[src/rtl/hm01b0_capture.sv]
// HM01B0 parallel camera receiver: samples pixdata/hsync/vsync on posedge mclk and emits a
// registered, coordinate-tagged pixel stream with frame strobes and geometry error pulses.
module hm01b0_capture #(
  parameter int unsigned WIDTH  = 320,
  parameter int unsigned HEIGHT = 240,
  parameter int unsigned XW     = 9,
  parameter int unsigned YW     = 8
) (
  input  logic          mclk,
  input  logic          nreset,
  input  logic          enable,
  input  logic [7:0]    pixdata,
  input  logic          hsync,
  input  logic          vsync,
  output logic          pix_valid,
  output logic [7:0]    pix_data,
  output logic [XW-1:0] pix_x,
  output logic [YW-1:0] pix_y,
  output logic          frame_start,
  output logic          frame_end,
  output logic          line_error,
  output logic          frame_error,
  output logic [15:0]   frame_count,
  output logic          busy
);

  localparam int unsigned DW = 8;
  localparam int unsigned CW = 16;

  typedef enum logic [1:0] {
    SYNC  = 2'd0,
    ARMED = 2'd1,
    FRAME = 2'd2
  } state_t;

  state_t        state, state_nxt;
  logic          hsync_q, vsync_q;
  logic [XW-1:0] col_cnt, col_nxt;
  logic [YW-1:0] line_cnt, line_nxt;
  logic          line_over, over_nxt;
  logic          first_pix, first_nxt;
  logic          dropped, dropped_nxt;

  logic          pix_valid_nxt;
  logic [DW-1:0] pix_data_nxt;
  logic [XW-1:0] pix_x_nxt;
  logic [YW-1:0] pix_y_nxt;
  logic          frame_start_nxt, frame_end_nxt;
  logic          line_error_nxt, frame_error_nxt;
  logic [CW-1:0] frame_count_nxt;
  logic          busy_nxt;

  logic          vs_rise, vs_fall, line_close, line_in_range, col_in_range;

  assign vs_rise       = vsync & ~vsync_q;
  assign vs_fall       = ~vsync & vsync_q;
  // A line ends on an hsync fall, or when vsync drops under a still-active line.
  assign line_close    = hsync_q & (~hsync | vs_fall);
  assign line_in_range = line_cnt < YW'(HEIGHT);
  assign col_in_range  = col_cnt < XW'(WIDTH);

  always_ff @(posedge mclk or negedge nreset) begin
    if (!nreset) state <= SYNC;
    else         state <= state_nxt;
  end

  always_comb begin
    state_nxt = state;
    unique case (state)
      SYNC:    if (!vsync)            state_nxt = ARMED;
      ARMED:   if (vs_rise && enable) state_nxt = FRAME;
      FRAME:   if (vs_fall)           state_nxt = ARMED;
      default:                        state_nxt = SYNC;
    endcase
  end

  always_comb begin
    pix_valid_nxt   = 1'b0;
    pix_data_nxt    = pix_data;
    pix_x_nxt       = pix_x;
    pix_y_nxt       = pix_y;
    frame_start_nxt = 1'b0;
    frame_end_nxt   = 1'b0;
    line_error_nxt  = 1'b0;
    frame_error_nxt = 1'b0;
    frame_count_nxt = frame_count;
    col_nxt         = col_cnt;
    line_nxt        = line_cnt;
    over_nxt        = line_over;
    first_nxt       = first_pix;
    dropped_nxt     = dropped;
    busy_nxt        = (state_nxt == FRAME);

    unique case (state)
      ARMED: begin
        if (vs_rise && enable) begin
          col_nxt     = '0;
          line_nxt    = '0;
          over_nxt    = 1'b0;
          dropped_nxt = 1'b0;
          first_nxt   = 1'b1;
        end
      end
      FRAME: begin
        if (hsync && !vs_fall) begin
          if (col_in_range) begin
            if (line_in_range) begin
              pix_valid_nxt   = 1'b1;
              pix_data_nxt    = pixdata;
              pix_x_nxt       = col_cnt;
              pix_y_nxt       = line_cnt;
              frame_start_nxt = first_pix;
              first_nxt       = 1'b0;
            end
            col_nxt = col_cnt + XW'(1);
          end else if (!dropped) begin
            // Long line: flag once, on the first pixel that no longer fits.
            dropped_nxt    = 1'b1;
            line_error_nxt = line_in_range;
          end
        end
        if (line_close) begin
          line_error_nxt = col_in_range & line_in_range;
          col_nxt        = '0;
          dropped_nxt    = 1'b0;
          if (line_in_range) line_nxt = line_cnt + YW'(1);
          else               over_nxt = 1'b1;
        end
        if (vs_fall) begin
          frame_end_nxt   = 1'b1;
          frame_count_nxt = frame_count + CW'(1);
          frame_error_nxt = (line_nxt != YW'(HEIGHT)) | over_nxt;
        end
      end
      default: ;
    endcase
  end

  always_ff @(posedge mclk or negedge nreset) begin
    if (!nreset) begin
      hsync_q     <= 1'b0;
      vsync_q     <= 1'b0;
      col_cnt     <= '0;
      line_cnt    <= '0;
      line_over   <= 1'b0;
      first_pix   <= 1'b0;
      dropped     <= 1'b0;
      pix_valid   <= 1'b0;
      pix_data    <= '0;
      pix_x       <= '0;
      pix_y       <= '0;
      frame_start <= 1'b0;
      frame_end   <= 1'b0;
      line_error  <= 1'b0;
      frame_error <= 1'b0;
      frame_count <= '0;
      busy        <= 1'b0;
    end else begin
      hsync_q     <= hsync;
      vsync_q     <= vsync;
      col_cnt     <= col_nxt;
      line_cnt    <= line_nxt;
      line_over   <= over_nxt;
      first_pix   <= first_nxt;
      dropped     <= dropped_nxt;
      pix_valid   <= pix_valid_nxt;
      pix_data    <= pix_data_nxt;
      pix_x       <= pix_x_nxt;
      pix_y       <= pix_y_nxt;
      frame_start <= frame_start_nxt;
      frame_end   <= frame_end_nxt;
      line_error  <= line_error_nxt;
      frame_error <= frame_error_nxt;
      frame_count <= frame_count_nxt;
      busy        <= busy_nxt;
    end
  end

endmodule

[config.mk]
export PLATFORM = sky130hd
export DESIGN_NAME = hm01b0_capture
export DESIGN_NICKNAME = d
export VERILOG_FILES = /design/src/rtl/hm01b0_capture.sv
export SDC_FILE = /design/constraint.sdc
export NUM_CORES = 1
export LEC_CHECK = 0
export CAP_MARGIN = 20
export CORE_MARGIN = 3
export CORE_UTILIZATION = 47
export DETAILED_ROUTE_END_ITERATION = 7
export HOLD_SLACK_MARGIN = 0.02
export PLACE_DENSITY = 0.86
export SLEW_MARGIN = 20
export SYNTH_ARGS = -nofsm -noshare
export SYNTH_HDL_FRONTEND = slang
export SYNTH_SLANG_ARGS = --single-unit
[constraint.sdc]
create_clock -name mclk -period 1.95 [get_ports mclk]
set_input_delay 0.39 -clock mclk [delete_from_list [all_inputs] [get_ports mclk]]
set_output_delay 0.39 -clock mclk [all_outputs]
set_load 0.01 [all_outputs]
==> results.json <==
{
  "status": "finished, violations left",
  "violations": "negative setup slack",
  "worst-path-stages": 5,
  "avgSynthCellArea_um2": 12.0,
  "required_ns": 2.18,
  "root_buffer": "clkbuf_8",
  "grt_start_max_net_pins": 72,
  "power-per-cell-area_nw_per_um2": 769,
  "cts_tree": "built",
  "io_pins": 60,
  "hp-class": "input pin to async pin",
  "critical_path_class": "flip-flop to flip-flop",
  "cts.clk_slew.worst_paths_ns": 0.08,
  "nFillCells": 479,
  "ir_worst_vdd_mv": 0.427,
  "clock_sinks": 71,
  "synthArstFlopShare_pct": 100,
  "grt_pass1_wl_mm": 11.6,
  "clk_latency_ns": 0.34,
  "dieArea_um2": 7840,
  "viasPerCell": 5.60,
  "ys_ff_latch": 71,
  "setup_viol": 2,
  "synth_cells": 267,
  "hold_viol_final": 0,
  "numCtsBuffers": 9,
  "min_period_ns": 1.95,
  "design.core.area_um2": 6490,
  "total_leakage_power_nw": 1.94,
  "p_total_mw": 3.35,
  "routed_wl_mm": 7.10,
  "finalCritPeriodShare_pct": 100,
  "synth.distinct_cells": 49,
  "start_kind": "flip-flop",
  "cap_violations": 0,
  "rsz0062_at_grt": "yes",
  "initialDrtViolationCount": 145,
  "pre_cts_ws_ns": -0.426,
  "h-tree-depth": 3,
  "crit_family": "simple AND/OR/NAND/NOR gates",
  "cts_setup_buffers": 0,
  "instances_no_fill": 442,
  "synthFlopType": "dfrtp_1",
  "worstRegToRegCells": 5,
  "critical_path.cell_chain": "o21a_1, or4_4, nor2_8, buf_12, mux2_4",
  "layout_commonest_cell": "dfrtp_1",
  "post_drt_wl_per_cell_um": 16.1,
  "gr-usage-all-layers_pct": 19.2,
  "cts_hold_buf": 0,
  "ant_nets": 0,
  "num_vias": 2477,
  "num_antenna_cells": 0,
  "post-place-cells": 425,
  "gr-total-overflow": 0,
  "die_y_um": 88.6,
  "report.final.slew_viol_count": 0,
  "dp_hpwl_mm": 4.84,
  "finalNetCount": 376,
  "fmax_ghz": 0.512,
  "die-width_um": 88.6,
  "worst_slew_margin_rel_pct": 71.4,
  "fin_skew_ns": 0.00983,
  "antenna_found_initial": 0,
  "finalWorstSetupSlack_ns": -0.00326,
  "worstPathMaxFanout": 14,
  "first_global_vias": 2568,
  "port_buffers": 59,
  "clockBufferDepth": 2,
  "cpPeakStageDelay_ns": 0.48,
  "drc": 0,
  "routabilityCongestion": 0.832,
  "area_growth_pct": 36.2,
  "end_kind": "flip-flop",
  "cp.arrival_ns": 2.18,
  "slowest_stage": "or4_4",
  "synth_warnings": 0,
  "syn-num-nets": 283,
  "drive_gt1_share_pct": 24.1,
  "final_cell_mix": "70 x dfrtp_1, 56 x clkdlybuf4s50_1, 29 x buf_4, 22 x nand2_1, 21 x mux2_4",
  "start_util_pct": 49.3,
  "tightest_slew_ns": 0.428,
  "drtPass1Iterations": 4,
  "cp_num_buf_inv": 1,
  "core.rowCount": 29,
  "syn_area_um2": 3200,
  "ys_seq_area_share_pct": 55.4,
  "synth_edf_count": 0
}
path summary, 6_finish.rpt:
kind | startpoint | endpoint | slack, ns
max | col_cnt[7] | pix_y[2] | -0.003
min | nreset | pix_data[6] | 0.06
max reg2reg | col_cnt[7] | pix_y[2] | -0.003
min reg2reg | frame_count[15] | frame_count[15] | 0.49
max in group asynchronous | nreset | state[1] | 1.58
min in group mclk | hsync | hsync_q | 0.39
final cells by class:
cell class,instances,area [µm²],area share (%)
Clock inverter,5,56.3,1.29
Clock buffer,11,151,3.47
Inverter,6,22.5,0.516
Multi-Input combinational cell,180,1370,31.4
Sequential cell,71,1780,40.8
Tap cell,77,96.3,2.21
Timing Repair Buffer,92,890,20.4
registers in the layout, indices dropped and copies added (netlist names), 2 cells and up:
| register | count |
|---|---|
| col_cnt | 9 |
| frame_count | 16 |
| line_cnt | 8 |
| pix_data | 8 |
| pix_x | 9 |
| pix_y | 8 |
| state | 2 |
metrics by stage:
stage | util (%) | hold slack [ns] | instance area [µm²] | setup TNS, ns
after global routing | 67.2 | 0.0834 | 4360 | -0.200
final | 67.2 | 0.0611 | 4360 | -0.00588
after floorplan | - | 0.0944 | 3210 | -1.46
after detailed placement | 63.0 | 0.443 | 4090 | -13.62
after CTS | 66.2 | 0.0734 | 4300 | 0
after global placement | 63.0 | 0.439 | 4090 | -11.12
cells by family after synthesis:
logic type | after synthesis | share of synthesized area [%]
AOI/OAI and AO/OA | 50 | 10.1
DFF | 71 | 55.4
and+or+nand+nor | 84 | 14.6
adders and majority gates | 3 | 1.17
muxes | 27 | 11.1
xor gates and xnor gates | 16 | 4.37
buffers and inverters | 16 | 3.24
layer usage:
layer	global-route usage (%)	routed length, µm
met1	25.2	3190
met2	30.0	3310
met3	4.84	440
met4	9.07	153
met5	0	0
power by group:
group	switching, mW	internal [mW]	total (mW)
logic	0.196	0.305	0.502
clock network	0.540	0.658	1.20
registers	0.0790	1.58	1.65
repair_timing:
item	CTS	global route
endpoints found under the setup margin	4	8
pin swaps	0	2
gates resized for setup	3	12
cloned	0	1
cells in the mapped netlist, types with 2 or more instances:
cell type	n	share of area, %
dfrtp_1	71	55
nand2_1	22	2.6
mux2_4	15	7.0
nor2_1	15	1.8
o21ai_0	13	2.0
a21oi_1	12	1.9
xnor2_1	10	2.7
mux2_2	9	3.2
nand3_1	9	1.4
nand4_1	9	1.8
inv_1	6	0.70
xor2_1	6	1.6
clkbuf_1	5	0.59
nand2b_1	5	0.98
o31ai_1	5	1.2
and3_1	4	0.78
or4_1	4	0.94
a31oi_1	3	0.59
ha_1	3	1.2
mux2i_1	3	0.94
o22a_1	3	0.82
o22ai_1	3	0.59
and2_1	2	0.39
and4_1	2	0.55
buf_6	2	0.70
nor2b_1	2	0.39
or2_2	2	0.39
Power figures use the tool's default switching activity.
==> variant: new RTL, same flow settings <==
The 3 states of `state_t` get a one-hot encoding in 3 bits.
--- a/src/rtl/hm01b0_capture.sv
+++ b/src/rtl/hm01b0_capture.sv
@@ -29,6 +29,6 @@
 
-  typedef enum logic [1:0] {
-    SYNC  = 2'd0,
-    ARMED = 2'd1,
-    FRAME = 2'd2
+  typedef enum logic [2:0] {
+    SYNC  = 3'b001,
+    ARMED = 3'b010,
+    FRAME = 3'b100
   } state_t;
Check against the original RTL: no difference found for any inputs over 10 cycles, from zero or initial values and one cycle with nreset low; not proved beyond that.
==> variant against the unedited design <==
Setup slack improved by 0.082 ns; worst hold slack lost 0.017 ns; sequential cell count up 1; highest routed layer unchanged; power is 5.6% higher; design area is 3.8% higher; critical endpoint is now col_cnt[6]$_DFFE_PN0P_; final cell count increased by 9.5%; area after synthesis rose by 2.3%; routed wire length increased by 2.2%.
==> variant: results (changes against the unedited design) <==
.. list-table::
   :header-rows: 1

   * - Metric
     - Value
   * - Run status
     - finished clean
   * - First-pass GRT wire length
     - 12.1 mm (+3.6%)
   * - Placer's final routability congestion estimate
     - 0.840 (+0.90%)
   * - Total global routing track utilization
     - 0.199 (+0.00693)
   * - Placed cell count
     - 467 (+9.9%)
   * - Nets@finish
     - 402 (+6.9%)
   * - Depth of the worst register-to-register path
     - 6 (+1)
   * - DPL Wire Length
     - 5.06 mm (+4.5%)
   * - Synthesized netlist net count
     - 302 (+6.7%)
   * - Smallest hold slack
     - 0.0438 ns (-0.0174 ns)
   * - Most frequent cells after synthesis
     - sky130_fd_sc_hd__dfrtp_1 (71), sky130_fd_sc_hd__nand2_1 (22), sky130_fd_sc_hd__nor2_1 (17)
   * - Beginning of the critical path
     - vsync_q$_DFF_PN0_
   * - Leakage dissipation
     - 0.00201 uW (+3.3%)
   * - Count of cell types in the netlist
     - 52 (+6.1%)
   * - Highest fanout seen on the critical path
     - 6 (-8)
   * - Count of non-filler cells in the finished layout
     - 484 (+9.5%)
   * - Critical Path End
     - col_cnt[6]$_DFFE_PN0P_
   * - Largest clock skew in the final design
     - 0.0100 ns (+0.000217 ns)
   * - Top post-synthesis cells by area
     - sky130_fd_sc_hd__dfrtp_1 (54%), sky130_fd_sc_hd__mux2_2 (5.2%), sky130_fd_sc_hd__mux2_1 (3.1%)
   * - Worst-case headroom to the max-slew limit
     - 0.690 (-0.0236)
   * - Reg2reg setup slack
     - 0.08 ns (+0.08 ns)
   * - Worst supply voltage drop on vdd
     - 527 uV (+24%)
   * - Placed instance area
     - 0.00425 sq mm (+4.0%)
   * - Number of violations reported at the end of detailed-routing iteration 0
     - 114 (-21%)
   * - Vias in the first global route
     - 2670 (+4.0%)
   * - Gate family responsible for the most delay along the worst path
     - compound AO/OA/AOI/OAI gates
   * - Sequential cell area fraction in the yosys report
     - 0.550 (-0.00447)
[variant: layout make-up]
cell class	count	area, sq um
Clock buffer	11	141
Clock inverter	5	80.1
Inverter	10	37.5
Sequential cell	72	1800
Timing Repair Buffer	100	920
Tap cell	93	116
Multi-Input combinational cell	193	1430
Fill cell	496	2040
[variant: metal layers]
layer,part of all wire,vias up,global-route usage
met5,0,-,0
met4,0.015,0,0.0785
li1,-,1221,-
met1,0.43,1282,0.241
met2,0.50,75,0.332
met3,0.058,12,0.0618
[variant: report_power, final]
| group | internal, uW | total (uW) | leakage [uW] | switching [uW] |
|---|---|---|---|---|
| Sequential | 1610 | 1720 | 0.000977 | 103 |
| Combinational | 282 | 520 | 0.000926 | 239 |
| Clock | 753 | 1310 | 0.000106 | 553 |
[variant: what timing repair did]
action / 4_1_cts / 5_1_grt
buffers inserted: 1 / 0
cloned: 0 / 0
setup endpoints to repair: 5 / 27
pin swaps: 1 / 5
resized for setup: 6 / 8
[variant: cells by family (layout without fill, tap and decap cells)]
group	count (synthesis)	in the layout	share of synthesized area
flip-flops	72	72	0.550
XOR/XNOR	16	16	0.0427
multiplexers	29	29	0.0977
adder cells (fa/ha/maj)	3	3	0.0115
AO/OA/AOI/OAI	51	51	0.108
AND/OR/NAND/NOR	94	94	0.161
buffers and inverters	21	126	0.0282
[variant: per-stage QoR]
stage	power [uW]	worst slack (ns)
floorplan	1990	0.00164
global placement	2230	-0.414
detailed placement	2250	-0.458
CTS	3570	0.0241
global route	3720	-0.0118
finish	3540	0.0788
